$ cat src/rtl/spi_frame_ctrl.sv
// SPI frame controller: buffers TX words in a small FIFO, sequences one frame per word
// towards the SPI IO stage, and captures the returned RX word after the IO pipeline delay.
module spi_frame_ctrl #(
    parameter int unsigned CLKDIV     = 4,
    parameter int unsigned BITWIDTH   = 8,
    parameter int unsigned FIFO_DEPTH = 4,
    parameter int unsigned CAP_DLY    = 3
) (
    input  logic                clk,
    input  logic                rst_n,
    input  logic                s_valid,
    output logic                s_ready,
    input  logic [BITWIDTH-1:0] s_data,
    input  logic                abort,
    output logic [BITWIDTH-1:0] tx_word,
    output logic                sync_out,
    input  logic [BITWIDTH-1:0] rx_word,
    output logic                m_valid,
    input  logic                m_ready,
    output logic [BITWIDTH-1:0] m_data,
    output logic                busy,
    output logic                frame_done,
    output logic                rx_overrun
);

    localparam int unsigned FRAME_CYC = BITWIDTH * CLKDIV / 2;
    localparam int unsigned CNT_MAX   = (FRAME_CYC > CAP_DLY) ? FRAME_CYC : CAP_DLY;
    localparam int unsigned CNT_W     = $clog2(CNT_MAX + 1);
    localparam int unsigned PTR_W     = $clog2(FIFO_DEPTH);
    localparam int unsigned OCC_W     = PTR_W + 1;

    typedef enum logic [1:0] {
        ST_IDLE   = 2'd0,
        ST_LOAD   = 2'd1,
        ST_ACTIVE = 2'd2,
        ST_TAIL   = 2'd3
    } state_e;

    state_e              state_q;
    logic [CNT_W-1:0]    cnt_q;
    logic [BITWIDTH-1:0] tx_word_q;
    logic                sync_out_q;
    logic                busy_q;
    logic                frame_done_q;
    logic                m_valid_q;
    logic [BITWIDTH-1:0] m_data_q;
    logic                rx_overrun_q;

    logic [BITWIDTH-1:0] mem_q [FIFO_DEPTH];
    logic [PTR_W-1:0]    wr_ptr_q;
    logic [PTR_W-1:0]    rd_ptr_q;
    logic [OCC_W-1:0]    occ_q;

    logic fifo_full_c;
    logic fifo_empty_c;
    logic push_c;
    logic pop_c;
    logic last_active_c;
    logic last_tail_c;
    logic capture_c;

    assign fifo_full_c  = (occ_q == OCC_W'(FIFO_DEPTH));
    assign fifo_empty_c = (occ_q == '0);
    assign push_c       = s_valid && !fifo_full_c && !abort;
    assign pop_c        = (state_q == ST_LOAD);

    assign last_active_c = (state_q == ST_ACTIVE) && (cnt_q == CNT_W'(FRAME_CYC - 1));
    assign last_tail_c   = (state_q == ST_TAIL) && (cnt_q == CNT_W'(CAP_DLY - 1));
    // With no IO pipeline delay the RX word is taken on the final ACTIVE cycle.
    assign capture_c     = !abort && ((CAP_DLY == 0) ? last_active_c : last_tail_c);

    // FIFO storage carries no reset; validity is tracked by the occupancy count.
    always_ff @(posedge clk) begin
        if (push_c) begin
            mem_q[wr_ptr_q] <= s_data;
        end
    end

    always_ff @(posedge clk or negedge rst_n) begin
        if (!rst_n) begin
            wr_ptr_q <= '0;
            rd_ptr_q <= '0;
            occ_q    <= '0;
        end else if (abort) begin
            wr_ptr_q <= '0;
            rd_ptr_q <= '0;
            occ_q    <= '0;
        end else begin
            if (push_c) begin
                wr_ptr_q <= wr_ptr_q + PTR_W'(1);
            end
            if (pop_c) begin
                rd_ptr_q <= rd_ptr_q + PTR_W'(1);
            end
            if (push_c && !pop_c) begin
                occ_q <= occ_q + OCC_W'(1);
            end else if (pop_c && !push_c) begin
                occ_q <= occ_q - OCC_W'(1);
            end
        end
    end

    // Frame sequencer with registered sync/busy/tx_word.
    always_ff @(posedge clk or negedge rst_n) begin
        if (!rst_n) begin
            state_q    <= ST_IDLE;
            cnt_q      <= '0;
            tx_word_q  <= '0;
            sync_out_q <= 1'b0;
            busy_q     <= 1'b0;
        end else if (abort) begin
            state_q    <= ST_IDLE;
            cnt_q      <= '0;
            sync_out_q <= 1'b0;
            busy_q     <= 1'b0;
        end else begin
            case (state_q)
                ST_IDLE: begin
                    if (!fifo_empty_c) begin
                        state_q <= ST_LOAD;
                        busy_q  <= 1'b1;
                    end
                end
                ST_LOAD: begin
                    tx_word_q  <= mem_q[rd_ptr_q];
                    state_q    <= ST_ACTIVE;
                    cnt_q      <= '0;
                    sync_out_q <= 1'b1;
                end
                ST_ACTIVE: begin
                    if (last_active_c) begin
                        sync_out_q <= 1'b0;
                        cnt_q      <= '0;
                        if (CAP_DLY == 0) begin
                            state_q <= fifo_empty_c ? ST_IDLE : ST_LOAD;
                            busy_q  <= !fifo_empty_c;
                        end else begin
                            state_q <= ST_TAIL;
                        end
                    end else begin
                        cnt_q <= cnt_q + CNT_W'(1);
                    end
                end
                ST_TAIL: begin
                    if (last_tail_c) begin
                        cnt_q   <= '0;
                        state_q <= fifo_empty_c ? ST_IDLE : ST_LOAD;
                        busy_q  <= !fifo_empty_c;
                    end else begin
                        cnt_q <= cnt_q + CNT_W'(1);
                    end
                end
                default: begin
                    state_q    <= ST_IDLE;
                    cnt_q      <= '0;
                    sync_out_q <= 1'b0;
                    busy_q     <= 1'b0;
                end
            endcase
        end
    end

    // RX capture side; a capture always beats a same-cycle consumer handshake.
    always_ff @(posedge clk or negedge rst_n) begin
        if (!rst_n) begin
            m_valid_q    <= 1'b0;
            m_data_q     <= '0;
            frame_done_q <= 1'b0;
            rx_overrun_q <= 1'b0;
        end else begin
            frame_done_q <= capture_c;
            if (capture_c) begin
                m_data_q  <= rx_word;
                m_valid_q <= 1'b1;
            end else if (m_valid_q && m_ready) begin
                m_valid_q <= 1'b0;
            end
            if (abort) begin
                rx_overrun_q <= 1'b0;
            end else if (capture_c && m_valid_q && !m_ready) begin
                rx_overrun_q <= 1'b1;
            end
        end
    end

    assign s_ready    = !fifo_full_c;
    assign tx_word    = tx_word_q;
    assign sync_out   = sync_out_q;
    assign busy       = busy_q;
    assign frame_done = frame_done_q;
    assign m_valid    = m_valid_q;
    assign m_data     = m_data_q;
    assign rx_overrun = rx_overrun_q;

endmodule

$ cat config.mk
export PLATFORM = sky130hd
export DESIGN_NAME = spi_frame_ctrl
export DESIGN_NICKNAME = d
export VERILOG_FILES = /design/src/rtl/spi_frame_ctrl.sv
export SDC_FILE = /design/constraint.sdc
export NUM_CORES = 1
export LEC_CHECK = 0
export CORE_ASPECT_RATIO = 0.6
export CORE_UTILIZATION = 50
export CTS_CLUSTER_DIAMETER = 200
export DETAILED_ROUTE_END_ITERATION = 7
export GPL_TIMING_DRIVEN = 0
export HOLD_SLACK_MARGIN = 0.15
export PLACE_DENSITY = 0.77
export REMOVE_ABC_BUFFERS = 1
export SLEW_MARGIN = 20
export SYNTH_ARGS = -nofsm -noshare
export SYNTH_HDL_FRONTEND = slang
export SYNTH_SLANG_ARGS = --single-unit
$ cat constraint.sdc
create_clock -name clk -period 2.3 [get_ports clk]
set_input_delay 0.46 -clock clk [delete_from_list [all_inputs] [get_ports clk]]
set_output_delay 0.46 -clock clk [all_outputs]
set_load 0.01 [all_outputs]
==> metrics.md <==
| Metric | Value |
|---|---|
| Run status | finished, final reports clean |
| Total Power | 3.64 mW |
| Final Max Tran Viols | 0 |
| Cell type with the largest total area after synthesis | sky130_fd_sc_hd__edfxtp_1 |
| Cell chain of the critical path | or3b_4 > clkdlybuf4s50_1 |
| Total Routing Usage GR | 19.6% |
| Largest family of logic cells by synthesized area | multiplexers |
| Port Buffer Count | 42 |
| Starting Density | 52.5% |
| Relative area change from synthesis to final layout | 23.6% |
| Share of synthesized area spent on multiplexers | 14.3% |
| Peak ir drop on the vdd network | 0.000490 V |
| DIE AREA | ~0.0063 mm2 |
| Area after DPL | ~0.0035 mm2 |
| Count of buffers added by post-CTS timing repair for setup | 0 |
| CTS tree | done |
| Worst min path class | in -> async |
| Synth Area in XOR/XNOR | 1.73% |
| Buffers plus inverters on the worst setup path | 1 |
| Data arrival time of the worst path | 1.71 ns |
| Largest fanout on the critical path | 7 |
| Num CTS Buffers | 9 |
| Maximum achievable frequency | roughly 460 MHz |
| Width of the die | 101 um |
| Critical-path cell with the highest stage delay | sky130_fd_sc_hd__clkdlybuf4s50_1 |
| Setup Crit Path Kind | reg -> out |
| Final weighted congestion in routability-driven placement | 0.806 |
| Library cells used by synthesis | 43 |
| Normalized max-slew margin | 46.8% |
| TritonCTS Sinks | 67 |
| Highest cell delay on the worst timing path | 0.49 ns |
| Max Root-Sink Buffers | 2 |
| Synth Area in Compound Gates | under 10% |
| Initial antenna violation count | 0 |
| Number of max-cap violations | 0 |
| Total Wirelength | between 5 and 6 mm |
| Core Region | about 0.0056 mm2 |
| Crit. End Element | output port |
| Inst Count DP | 317 |
| Via count | 1736 |
| PD cells | slightly below 1000 mW/mm2 |
| Dominant cells by area after synthesis | sky130_fd_sc_hd__edfxtp_1, sky130_fd_sc_hd__dfrtp_1, sky130_fd_sc_hd__mux4_2 |
| # rows | 21 |
| Cell area after synthesis | between 0.002 and 0.003 mm2 |
| Register area share after synthesis | between 60% and 70% |
| Number of synthesis warnings | 0 |
| Final cell utilization of the core | 64.9% |
| Synth Area in Adders | around 5.3% |
| Final design instance area without fill | between 0.003 and 0.004 mm2 |
| Post-layout instance count excluding filler cells | 334 |
| H-Tree Level Count | 3 |
| Total of flip-flops plus latches after synthesis | 67 |
| EDFF count, synth | 32 |
| CP Launch Type | register |
| First-pass iteration count of the detailed router | 4 |
| Min Clock Period, post-route | 2.17 ns |
| Placed wire-length estimate after detailed placement | roughly 3.7 mm |
| Final net count | between 200 and 300 |
| Standby leakage power | roughly 1.5 nW |
| Area fraction in and, or, nand and nor cells after synthesis | 9.45% |
| Fraction of registers with async set/reset | 52.2% |
| Total inserted antenna cells | 0 |
| Crit-path leading delay family | buffers and inverters |
| Most instantiated flip-flop cell in the synthesis netlist | sky130_fd_sc_hd__dfrtp_1 |
| Required time reported for the critical path endpoint | between 1.5 and 2 ns |
| Clock-pin slew of the registers on the worst-case setup and hold paths | 0.07 ns |
| Final hold violation count | 0 |
| Top-area cell type share of the netlist area | 32.4% |
| First-pass GRT wire length | 8.49 mm |
| Iteration-0 DRC count of the detailed router | roughly 70 |
| Final cycle utilization of the critical path | 94.5% |
| Skew final | 0.00781 ns |
| Die H | 61.7 um |
| Post-synthesis instance total | approximately 200 |
| Maximum number of pins on one net before global-route repair | 31 |
| Setup repair after global routing missed its margin | false |
| Average wire per standard cell | between 15 and 20 um |
| Antenna viol nets, final | 0 |
| Clk_lat worst skew | between 0.3 and 0.4 ns |
| Clock root cell | sky130_fd_sc_hd__clkbuf_8 |
| Vias/cell | 5.20 |
| Fraction of final layout cells sized beyond drive strength 1 | 20.9% |
| Vias in the first global route | around 1700 |
| Number of top-level design ports | 43 |
| Synthesized area per cell | 14.8 um2 |
| Aggregate global routing overflow | 0 |
| Number of DRC violations after detailed routing | 0 |
| Actual transition at the worst max-transition pin | 0.790 ns |
| Setup-failing EPs final | 0 |
-- state kept, by name, summed over array words and instances (netlist names), 2 cells and up --
| signal | count |
|---|---|
| m_data | 8 |
| wr_ptr_q | 2 |
| rd_ptr_q | 2 |
| cnt_q | 5 |
| tx_word | 8 |
| mem_q | 32 |
| occ_q | 3 |
| state_q | 2 |
-- cell families (layout without fill, tap and decap cells) --
logic type | Yosys count | after routing
compound gates | 19 | 19
xor+xnor | 5 | 5
fa+ha+maj | 12 | 12
buf+inv | 21 | 74
flops | 67 | 67
mux | 27 | 27
simple gates | 50 | 50
-- cells in the mapped netlist (4+ instances only) --
cell type,instances
sky130_fd_sc_hd__nand2_1,8
sky130_fd_sc_hd__mux2_2,10
sky130_fd_sc_hd__mux4_2,8
sky130_fd_sc_hd__edfxtp_1,32
sky130_fd_sc_hd__ha_1,11
sky130_fd_sc_hd__inv_1,14
sky130_fd_sc_hd__dfrtp_1,35
sky130_fd_sc_hd__and2_1,4
sky130_fd_sc_hd__nand3_1,5
sky130_fd_sc_hd__o21ai_0,7
sky130_fd_sc_hd__nor2_1,16
sky130_fd_sc_hd__mux2_4,8
-- per-stage QoR --
step / hold WS (ns) / setup slack [ns] / setup TNS (ns)
3_5_place_dp: 0.309 / -0.396 / -6.08
6_report: 0.476 / 0.125 / 0
2_1_floorplan: 0.164 / 0.429 / 0
3_3_place_gp: 0.487 / -0.292 / -7.19
5_1_grt: 0.483 / 0.00987 / 0
4_1_cts: 0.473 / 0.108 / 0
-- worst reg2reg max path: cells and delay by family (launching register included) --
| kind | cells | cell delay (ns) |
|---|---|---|
| AND/OR/NAND/NOR | 3 | 0.71 |
| adder cells (fa/ha/maj) | 2 | 0.65 |
| flip-flops | 1 | 0.42 |
| buffers and inverters | 1 | 0.08 |
| AO/OA/AOI/OAI | 1 | 0.19 |
-- repair_timing --
| item | 4_1_cts | 5_1_grt |
|---|---|---|
| hold buffers | 1 | 0 |
| pin swaps | 0 | 0 |
| resized for setup | 1 | 1 |
| cloned | 0 | 0 |
| endpoints found under the hold margin | 5 | 0 |
| endpoints found under the setup margin | 1 | 1 |
-- layer usage --
metal | vias to the layer above | wire [um] | share of wire (%) | track usage, %
li1 | 814 | - | - | -
met1 | 861 | 2600 | 50 | 27.5
met2 | 55 | 2230 | 43 | 28.2
met3 | 6 | 329 | 6.3 | 6.81
met4 | 0 | 68 | 1.3 | 8.07
met5 | - | 0 | 0 | 0
-- final cells by class --
cell class,count,area [um2]
Clock buffer,11,141
Clock inverter,5,52.6
Fill cell,397,1980
Inverter,14,52.6
Multi-Input combinational cell,113,1040
Sequential cell,67,1840
Tap cell,80,100
Timing Repair Buffer,44,444
-- placed cells by master, fill, tap and decap left out, types with 4 or more instances in the layout --
master / Yosys / layout
sky130_fd_sc_hd__o21ai_0: 7 / 7
sky130_fd_sc_hd__inv_1: 14 / 14
sky130_fd_sc_hd__clkdlybuf4s50_1: 0 / 40
sky130_fd_sc_hd__nand2_1: 8 / 8
sky130_fd_sc_hd__dfrtp_1: 35 / 35
sky130_fd_sc_hd__mux2_2: 10 / 10
sky130_fd_sc_hd__and2_1: 4 / 4
sky130_fd_sc_hd__nand3_1: 5 / 5
sky130_fd_sc_hd__mux4_2: 8 / 8
sky130_fd_sc_hd__edfxtp_1: 32 / 32
sky130_fd_sc_hd__nor2_1: 16 / 16
sky130_fd_sc_hd__mux2_4: 8 / 8
sky130_fd_sc_hd__clkbuf_8: 0 / 10
sky130_fd_sc_hd__ha_1: 11 / 11
-- power breakdown --
part           total (mW)  internal, mW  switching [mW]
Clock               0.951         0.524           0.427
Sequential           1.62          1.45           0.171
Combinational        1.07         0.610           0.463
Total                3.64          2.58            1.06
-- path summary, 6_finish.rpt --
kind | from | endpoint | slack (ns) | cells past startpoint
worst min-delay path | rst_n | tx_word[7] | 0.48 | 2
min in group clk | tx_word[1] | tx_word[1] | 0.51 | 1
worst min register to register | tx_word[1] | tx_word[1] | 0.51 | 1
max in group asynchronous | rst_n | cnt_q[3] | 1.41 | 3
worst max-delay path | occ_q[2] | s_ready | 0.13 | 2
worst max register to register | state_q[1] | occ_q[2] | 0.13 | 7
Note: power is estimated with default switching activity, not from simulation.
==> RTL change 1, RTL diff (config.mk and constraints unchanged) <==
Re-encode `state_e` (4 states) as one-hot, 4 bits wide.
--- a/src/rtl/spi_frame_ctrl.sv
+++ b/src/rtl/spi_frame_ctrl.sv
@@ -29,11 +29,11 @@
     localparam int unsigned PTR_W     = $clog2(FIFO_DEPTH);
     localparam int unsigned OCC_W     = PTR_W + 1;
 
-    typedef enum logic [1:0] {
-        ST_IDLE   = 2'd0,
-        ST_LOAD   = 2'd1,
-        ST_ACTIVE = 2'd2,
-        ST_TAIL   = 2'd3
+    typedef enum logic [3:0] {
+        ST_IDLE   = 4'b0001,
+        ST_LOAD   = 4'b0010,
+        ST_ACTIVE = 4'b0100,
+        ST_TAIL   = 4'b1000
     } state_e;
 
     state_e              state_q;
Behaviour: no difference found for any inputs over 10 cycles, from zero or initial values and one cycle with rst_n low; not proved beyond that.
==> RTL change 1 against the original RTL <==
- synthesized area rose by 0.17%
- clock power rose by 9%
- wire length fell by 1.0%
- total power fell by 8.9%
- first-iteration DRC count rose by 17%
- worst setup slack got worse by 0.022 ns
- cell area rose by 1.7%
- sequential cell count rose by 2
- combinational power fell by 35%
- critical endpoint is now occ_q[2]
- highest routed layer unchanged
==> RTL change 1: results (changes against the original RTL) <==
| Metric | Value |
|---|---|
| Gpl congestion | `0.811 (was 0.806)` |
| Wire length on met1 | `2690 um (was 2600 um)` |
| Cell Int Power | `0.00246 W (was 0.00258 W)` |
| Skew final | `0.00713 ns (was 0.00781 ns)` |
| Total length of routed met3 wires | `268 um (was 329 um)` |
| WL met2 | `2180 um (was 2230 um)` |
| First-pass GRT wire length | `8180 um (was 8490 um)` |
| Clk_lat worst skew | `0.33 ns` |
| Crit end category | `flop (was output port)` |
| Placed Cells | `316 (was 317)` |
| Gr usage total | `18.6% (was 19.6%)` |
| # diodes | `0 (unchanged)` |
| Largest net degree at the start of global routing | `33 (was 31)` |
| DR iter-0 viols | `83 (was 71)` |
| Worst IR Drop VDD | `493 uV (was 490 uV)` |
| Vias in the first global route | `1647 (was 1686)` |
| M2 GR Usage | `27.1% (was 28.2%)` |
| Async S/R FF share, synth | `53.6% (was 52.2%)` |
| Cell Area, Placed | `3470 sq um (was 3460 sq um)` |
| Drt total wl | `5170 um (was 5230 um)` |
| Least-Margin Pin Slew | `0.725 ns (was 0.790 ns)` |
| Synthesized area per cell | `14.8 sq um (about the same)` |
| Flop2flop setup slack | `0.10 ns (was 0.13 ns)` |
| Yosys cell types | `41 (was 43)` |
| Share of post-route cells with drive strength above 1 | `20.8% (was 20.9%)` |
| Outcome | `finished, final reports clean (unchanged)` |
| Non-Filler Instances | `335 (was 334)` |
| Via Count | `1685 (was 1736)` |
| CP arrival | `2.41 ns (was 1.71 ns)` |
| Top cells by count, synth | `36 x dfrtp_1, 32 x edfxtp_1, 15 x nor2_1 (was 35 x dfrtp_1, 32 x edfxtp_1, 16 x nor2_1)` |
| Crit. Startpoint | `occ_q[1] (was occ_q[2])` |
| Largest cells by area after synthesis | `edfxtp_1 32%, dfrtp_1 30%, mux4_2 6.1%, mux2_2 4.5%, mux2_4 3.5% (was edfxtp_1 32%, dfrtp_1 30%, mux4_2 6.1%, ha_1 4.6%, mux2_4 4.0%)` |
| Static power due to leakage | `1.48 nW (about the same)` |
| Hpwl dp | `3680 um (was 3710 um)` |
| Worst Hold Slack | `0.492 ns (was 0.476 ns)` |
| Clk. pwr | `0.00104 W (was 0.000951 W)` |
| NumNets Final | `279 (was 282)` |
[RTL change 1: layout make-up]
type,count,area (sq um)
fillers,389,1920
flip-flops and latches,69,1890
multi-input cells,114,1030
repair buffers,46,459
clock buffers,11,163
well taps,80,100
clock inverters,5,55.1
inverters,10,37.5
[RTL change 1: metrics by stage]
step	TNS [ns]	utilization, %
after detailed placement	-10.72	61.4
after CTS	0	65.7
after global routing	0	66.0
after floorplan	0	-
after global placement	-12.74	61.2
final	0	66.0
[RTL change 1: cells by family after synthesis]
group                      Yosys count  share of synthesized area (%)
buffers and inverters               18                           2.53
DFF                                 69                           63.5
xor gates and xnor gates             4                           1.18
and+or+nand+nor                     55                           10.4
AOI/OAI and AO/OA                   19                           4.29
adders and majority gates            8                           3.62
muxes                               28                           14.5
[RTL change 1: critical path, cell delays in order, from the launching register on]
cell     delay [ns]
dfrtp_1        0.41
or3b_4         0.43
nand2_4        0.13
nor3_1         0.07
fa_1           0.40
and2_1         0.15
mux2i_1        0.15
mux2_2         0.34
==> RTL change 2, RTL diff (same flow settings) <==
Made on the original files. The parameter `CAP_DLY` goes from 3 to 6.
--- a/src/rtl/spi_frame_ctrl.sv
+++ b/src/rtl/spi_frame_ctrl.sv
@@ -4,7 +4,7 @@
     parameter int unsigned CLKDIV     = 4,
     parameter int unsigned BITWIDTH   = 8,
     parameter int unsigned FIFO_DEPTH = 4,
-    parameter int unsigned CAP_DLY    = 3
+    parameter int unsigned CAP_DLY    = 6
 ) (
     input  logic                clk,
     input  logic                rst_n,
Check against the original RTL: same outputs for any inputs over 10 cycles, from zero or initial values and one cycle with rst_n low; that may be too few to reach the edited logic, so the function may still have changed.
==> RTL change 2 against the original RTL <==
- synthesized cell count unchanged
- sequential cell count unchanged
- combinational power decreased by 4%
- wire length decreased by 6.1%
- critical endpoint unchanged
- worst setup slack improved by 0.011 ns
- total power decreased by 1.2%
- cell area decreased by 0.99%
- synthesized area decreased by 1.7%
==> RTL change 2: results (changes against the original RTL) <==
| Metric | Value |
|---|---|
| Pre-CTS setup slack | `-0.385 ns (was -0.396 ns)` |
| Clock buffer depth | `2 (unchanged)` |
| DR iter-0 viols | `70 (was 71)` |
| Async S/R FF share, synth | `52.2% (unchanged)` |
| Port Buffers | `42 (unchanged)` |
| Mean routed wirelength per cell | `14.7 um (was 15.6 um)` |
| Yosys cell types | `42 (was 43)` |
| CTS Buf Count | `9 (unchanged)` |
| Top FF cell, synth | `dfrtp_1 (unchanged)` |
| Vias in the first global route | `1599 (was 1686)` |
| Gpl congestion | `0.775 (was 0.806)` |
| Vias per inst | `5.01 (was 5.20)` |
| Initial antenna violation count | `0 (unchanged)` |
| Gr usage total | `18.4% (was 19.6%)` |
| Flop2flop setup slack | `0.17 ns (was 0.13 ns)` |
| Largest net degree at the start of global routing | `32 (was 31)` |
| Static power due to leakage | `1.47 nW (was 1.48 nW)` |
| DRT Pass-1 Iters | `4 (unchanged)` |
| # diodes | `0 (unchanged)` |
| Outcome | `finished, final reports clean (unchanged)` |
| Register area share after synthesis | `63.0% (was 61.9%)` |
| Crit path time final | `2.16 ns (was 2.17 ns)` |
| Share of post-route cells with drive strength above 1 | `16.5% (was 20.9%)` |
| CP max-delay cell | `clkdlybuf4s50_1 (unchanged)` |
| Skew final | `0.0114 ns (was 0.00781 ns)` |
| Synth area leader | `edfxtp_1 (unchanged)` |
| Least-Margin Pin Slew | `0.774 ns (was 0.790 ns)` |
| Hpwl dp | `3430 um (was 3710 um)` |
| First-pass GRT wire length | `8030 um (was 8490 um)` |
| Critical path peak fanout | `7 (unchanged)` |
| Most flop-heavy register | `mem_q (unchanged)` |
| Worst IR Drop VDD | `472 uV (was 490 uV)` |
| Top cells by count, synth | `35 x dfrtp_1, 32 x edfxtp_1, 16 x nor2_1 (unchanged)` |
| Clk_lat worst skew | `0.33 ns` |
| Largest cells by area after synthesis | `edfxtp_1 33%, dfrtp_1 30%, mux4_2 6.2%, mux2_2 5.0%, ha_1 4.7% (was edfxtp_1 32%, dfrtp_1 30%, mux4_2 6.1%, ha_1 4.6%, mux2_4 4.0%)` |
-- RTL change 2: cell type report --
cell class / count / area [sq um]
clock buffer: 12 / 178
fill: 439 / 1970
inverter: 14 / 52.6
timing repair buffer: 44 / 448
multi-input combinational: 113 / 988
tap: 80 / 100
clock inverter: 4 / 27.5
sequential: 67 / 1840
-- RTL change 2: repair_timing --
item,CTS,global route
endpoints found under the hold margin,22,0
hold buffers,1,0
resized for setup,0,1
endpoints found under the setup margin,0,10
-- RTL change 2: worst register-to-register path, cell delays in order (launching register included) --
cell and delay (ns):
dfrtp_1 0.43, inv_1 0.10, ha_1 0.41, nor2b_1 0.68
mux2_2 0.42
-- RTL change 2: stage by stage --
step	area, sq um	cells	hold slack, ns	setup TNS, ns	total power, W
after detailed placement	3410	317	0.288	-7.81	0.00266
after global placement	3400	316	0.475	-6.53	0.00262
after CTS	3630	334	0.459	0	0.00364
after global routing	3630	334	0.469	0	0.00383
after floorplan	2880	194	0.164	0	0.00226
final	3630	334	0.480	0	0.00360
-- RTL change 2: kinds of logic after synthesis --
family | synth area share, %
adder cells (fa/ha/maj) | 5.41
XOR/XNOR | 1.76
multiplexers | 13.5
buffers and inverters | 3.13
AO/OA/AOI/OAI | 4.25
flip-flops | 63.0
AND/OR/NAND/NOR | 9.01
-- RTL change 2: path summary, 6_finish.rpt --
kind                                 start          end  depth (start not counted)
worst min-delay path                 rst_n   tx_word[0]                          2
max in group asynchronous            rst_n  rd_ptr_q[0]                          3
min in group clk                 m_data[5]    m_data[5]                          1
worst max register to register  state_q[1]   tx_word[2]                          4
worst min register to register   m_data[5]    m_data[5]                          1
worst max-delay path              occ_q[2]      s_ready                          2
-- RTL change 2: power breakdown --
part / switching, W / internal (W)
logic: 0.000450 / 0.000578
registers: 0.000165 / 0.00144
clock network: 0.000440 / 0.000525
-- RTL change 2: metal layers --
layer  up-vias  wire length [um]  global-route usage [%]
met5         -                 0                       0
met4         0                55                    7.45
met3         6               200                    6.24
met2        39              2180                    27.5
met1       817              2470                    25.3
li1        813                 -                       -
